`src/rtl/hazard_stall_ctrl.sv`:
```
// rtl/hazard_stall_ctrl.sv - load-use stall, BEQ flush and memory-wait freeze sequencing for the 5-stage RV32 pipe
// Optional perf counters: HAZ_PERF_CNT_EN.
module hazard_stall_ctrl #(
    parameter int TMO_W   = 8,
    parameter int TMO_MAX = 200
) (
    input  logic       clk_i,
    input  logic       rst_i,
    input  logic [6:0] id_opcode_i,
    input  logic [4:0] id_rs1_i,
    input  logic [4:0] id_rs2_i,
    input  logic       id_branch_taken_i,
    input  logic       ex_memread_i,
    input  logic [4:0] ex_rd_i,
    input  logic       dmem_req_i,
    input  logic       dmem_ack_i,
    output logic       pc_write_o,
    output logic       ifid_write_o,
    output logic       ifid_flush_o,
    output logic       idex_bubble_o,
    output logic       pipe_hold_o,
    output logic       timeout_o
`ifdef HAZ_PERF_CNT_EN
    ,
    output logic [31:0] perf_stall_o,
    output logic [31:0] perf_flush_o
`endif
);

    typedef enum logic [1:0] {
        RUN      = 2'd0,
        MEM_WAIT = 2'd1,
        TMO      = 2'd2
    } state_t;

    state_t           state, state_nxt;
    logic [TMO_W-1:0] wait_cnt, wait_cnt_nxt;
    logic             use_rs1, use_rs2;
    logic             load_use;

    always_comb begin
        use_rs1 = 1'b0;
        use_rs2 = 1'b0;
        case (id_opcode_i)
            7'b0110011, 7'b0100011, 7'b1100011: begin
                use_rs1 = 1'b1;
                use_rs2 = 1'b1;
            end
            7'b0010011, 7'b0000011: use_rs1 = 1'b1;
            default: ;
        endcase
    end

    assign load_use = ex_memread_i && (ex_rd_i != 5'd0) &&
                      ((use_rs1 && (id_rs1_i == ex_rd_i)) ||
                       (use_rs2 && (id_rs2_i == ex_rd_i)));

    always_ff @(posedge clk_i or negedge rst_i) begin
        if (!rst_i) begin
            state    <= RUN;
            wait_cnt <= '0;
        end else begin
            state    <= state_nxt;
            wait_cnt <= wait_cnt_nxt;
        end
    end

    always_comb begin
        state_nxt     = state;
        wait_cnt_nxt  = wait_cnt;
        pc_write_o    = 1'b0;
        ifid_write_o  = 1'b0;
        ifid_flush_o  = 1'b0;
        idex_bubble_o = 1'b0;
        pipe_hold_o   = 1'b0;
        timeout_o     = 1'b0;
        case (state)
            RUN: begin
                // Freeze starts in the issue cycle so nothing advances past the stalled access.
                if (dmem_req_i && !dmem_ack_i) begin
                    state_nxt    = MEM_WAIT;
                    wait_cnt_nxt = TMO_W'(1);
                    pipe_hold_o  = 1'b1;
                end else if (load_use) begin
                    idex_bubble_o = 1'b1;
                end else begin
                    pc_write_o   = 1'b1;
                    ifid_write_o = 1'b1;
                    ifid_flush_o = id_branch_taken_i;
                end
            end
            MEM_WAIT: begin
                pipe_hold_o = 1'b1;
                if (dmem_ack_i) begin
                    state_nxt    = RUN;
                    wait_cnt_nxt = '0;
                end else if (wait_cnt == TMO_W'(TMO_MAX)) begin
                    state_nxt = TMO;
                end else begin
                    wait_cnt_nxt = wait_cnt + TMO_W'(1);
                end
            end
            TMO: begin
                pipe_hold_o = 1'b1;
                timeout_o   = 1'b1;
            end
            default: begin
                state_nxt    = RUN;
                wait_cnt_nxt = '0;
            end
        endcase
        if (!rst_i) begin
            pc_write_o    = 1'b0;
            ifid_write_o  = 1'b0;
            ifid_flush_o  = 1'b0;
            idex_bubble_o = 1'b0;
            pipe_hold_o   = 1'b0;
            timeout_o     = 1'b0;
        end
    end

`ifdef HAZ_PERF_CNT_EN
    always_ff @(posedge clk_i or negedge rst_i) begin
        if (!rst_i) begin
            perf_stall_o <= '0;
            perf_flush_o <= '0;
        end else begin
            if (!pc_write_o && (perf_stall_o != 32'hFFFF_FFFF))
                perf_stall_o <= perf_stall_o + 32'd1;
            if (ifid_flush_o && (perf_flush_o != 32'hFFFF_FFFF))
                perf_flush_o <= perf_flush_o + 32'd1;
        end
    end
`endif

endmodule

```
`config.mk`:
```
export PLATFORM = sky130hd
export DESIGN_NAME = hazard_stall_ctrl
export DESIGN_NICKNAME = d
export VERILOG_FILES = /design/src/rtl/hazard_stall_ctrl.sv
export SDC_FILE = /design/constraint.sdc
export NUM_CORES = 1
export LEC_CHECK = 0
export ABC_AREA = 1
export CORE_UTILIZATION = 45
export CTS_CLUSTER_DIAMETER = 120
export DETAILED_ROUTE_END_ITERATION = 12
export HOLD_SLACK_MARGIN = 0.12
export PLACE_DENSITY = 0.83
export SYNTH_ARGS = -nofsm -noshare
export SYNTH_HDL_FRONTEND = slang
export SYNTH_SLANG_ARGS = --single-unit
export TNS_END_PERCENT = 20
```
`constraint.sdc`:
```
create_clock -name clk_i -period 1.75 [get_ports clk_i]
set_clock_uncertainty 0.2 [all_clocks]
set_input_delay 0.175 -clock clk_i [delete_from_list [all_inputs] [get_ports clk_i]]
set_output_delay 0.175 -clock clk_i [all_outputs]
set_load 0.05 [all_outputs]
```
==> flow_summary.ini <==
[status]
status = finished with violations
violations = negative setup slack

[power_and_ir_drop]
p_leak_nw = 0.889
peakVddDrop_mv = 1.14
total_power_mw = 1.80
p_per_area_mw_per_mm2 = 1090

[synth]
ys_seq_area_share_pct = 24.6
syn_area_sq_mm = 0.00102
synthFlopType = dfrtp_1
ys_types = 24
synth-edff-count = 0
synthTopCellsByCount = nand2_1 (45), inv_1 (27), nor2_1 (17)
ys_top_cells_by_area = dfrtp_1 (25%), nand2_1 (17%), inv_1 (10%)
async_flop_share_pct = 100
synth_nets = 193
post-synth-top-area-cell = dfrtp_1
yosysMostFrequentCell = nand2_1
synth_top_area_share_pct = 24.6
synth_cells = 159
synth-seq-cells = 10
yosys_warnings = 0
postSynthAreaPerCell_sq_um = 6.41

[clock_network]
clkTransAtPathRegs_ns = 0.06
insertion_delay_ns = 0.27
cts_inserted_buffers = 3
cts_buffer_depth = 2
cts-root-buf = clkbuf_4
clock-sinks = 10
htree_levels = 1
cts_tree = yes

[sta]
layout_min_cycle_time_ns = 1.84
post-route-period-util_pct = 105
tns_ns = -0.422
worst_slew_pin_slew_ns = 0.253
holdWs_ns = 0.347
rsz0062_at_grt = true
relSlewSlack_pct = 83.2
finalWorstSetupSlack_ns = -0.0917
final-setup-viol-count = 5
hold_viol_final = 0
slew_viol_final = 0
fmaxAchievable_mhz = 543

[global_route]
grtUsageTotal_pct = 27.8
grt_max_degree = 10
overflow = 0
grt_pass1_vias = 1196
grt_pass1_wl_mm = 5.11
antenna_found_initial = 0

[drt]
drt-total-wl_mm = 3.13
drc = 0
drt_iter0_markers = 38
vias = 1168
vias_per_cell = 4.97
drtPass1Iterations = 4
antenna_left = 0
wl_per_cell_um = 13.3

[setup_path]
cp_cell_sequence = inv_2 -> ha_4 -> inv_4 -> nor2_4 -> o21ai_2 -> nor2_2 -> buf_12
slowest_stage = dfrtp_1
arrival_ns = 1.47
regToRegStartpoint = state[0]
critPathMaxFanout = 3
criticalPathCategory = reg -> out
reg2reg_to = wait_cnt[3]
rr_worst_depth = 8
worst_setup_path_end_kind = output pin
startpoint_type = flop
crit_required_ns = 1.37
rrSetupSlack_ns = 0.04
slowest_delay_ns = 0.40

[min_path]
holdCritPathClass = reg -> reg
min_from = wait_cnt[7]
hold_end = wait_cnt[7]
hold_depth = 2

[layout]
area_growth_pct = 62.5
num-nets-final = 244
drive_gt1_share_pct = 29.3
diodes = 0
layoutNonFillerInstCount = 235

[placed_design]
dp.final_hpwl_mm = 2.15
gp_congestion = 0.924
placedCellCount = 226
io_buffers = 33

[floorplanning]
start_util_pct = 49.9
ios = 34
die_w_um = 49.6
coreArea_sq_mm = 0.00204
die_area_sq_mm = 0.00246
rows = 16
die_h_um = 49.6

[job]
cap_violations = 0
## power breakdown
group | internal (mW) | switching (mW) | leakage [nW]
logic | 0.558 | 0.747 | 0.741
registers | 0.279 | 0.0578 | 0.135
clock network | 0.0795 | 0.0778 | 0.0138
## critical path, delay by kind of cell, from the launching register on
family / cells / cell delay (ns)
and+or+nand+nor: 2 / 0.23
buffers and inverters: 3 / 0.30
adders and majority gates: 1 / 0.19
AOI/OAI and AO/OA: 1 / 0.07
DFF: 1 / 0.40
## worst max path at each step
stage,startpoint,endpoint,slack [ns],depth (start not counted)
6_report,state[0],pipe_hold_o,-0.09,7
5_1_grt,state[0],pipe_hold_o,-0.15,7
4_1_cts,state[1],pipe_hold_o,-0.07,7
3_5_place_dp,ex_rd_i[1],pc_write_o,-0.19,11
3_3_place_gp,ex_rd_i[1],idex_bubble_o,-0.16,10
2_1_floorplan,state[0],ifid_flush_o,-0.18,6
## layout make-up
cell class / count / area [sq um]
Tap cell: 27 / 33.8
Fill cell: 127 / 387
Timing Repair Buffer: 47 / 494
Sequential cell: 10 / 250
Multi-Input combinational cell: 117 / 726
Inverter: 31 / 129
Clock buffer: 3 / 22.5
## sequential cells by signal, indices dropped and copies added, names as in the netlist
signal,count
state,2
wait_cnt,8
## through the flow
stage / utilization (%) / cell area [sq um] / setup slack [ns]
CTS: 77.8 / 1590 / -0.0692
floorplan: - / 1020 / -0.182
global placement: 73.3 / 1500 / -0.157
global route: 81.1 / 1660 / -0.147
finish: 81.1 / 1660 / -0.0917
detailed placement: 73.3 / 1500 / -0.194
## layout by cell type, fill, tap and decap left out, types with 2 or more instances in the layout
cell / instances
nand2_1: 43
inv_1: 20
nor2_1: 13
clkdlybuf4s50_1: 13
buf_4: 12
dlygate4sd2_1: 11
nand3_1: 10
dfrtp_1: 10
inv_2: 8
nand2_2: 8
buf_12: 6
o21ai_2: 5
nand4_1: 5
ha_1: 4
nand2_4: 3
nor2_4: 3
nor2_2: 3
o21ai_1: 3
xor2_1: 3
o21ai_0: 3
clkbuf_4: 3
dlymetal6s2s_1: 3
inv_4: 2
ha_4: 2
dlygate4sd3_1: 2
## kinds of logic (layout without fill, tap and decap cells)
kind of cell / after synthesis / count (layout) / share of synthesized area [%]
simple gates: 93 / 93 / 42.0
flops: 10 / 10 / 24.6
compound gates: 14 / 14 / 9.95
xor+xnor: 4 / 4 / 3.44
fa+ha+maj: 6 / 6 / 7.37
buf+inv: 32 / 81 / 12.7
## repair_timing
action	in CTS	in global routing
endpoints found under the setup margin	5	12
hold buffers	2	0
pin swaps	8	10
hold endpoints to repair	10	0
setup buffers	3	1
gates resized for setup	28	15
## per-layer routing
metal / global-route usage, % / up-vias / wire length [um]
li1: - / 592 / -
met1: 28.2 / 533 / 1170
met2: 52.3 / 36 / 1750
met3: 7.10 / 7 / 156
met4: 12.4 / 0 / 54
met5: 0 / - / 0
(Power assumes the default switching activity.)
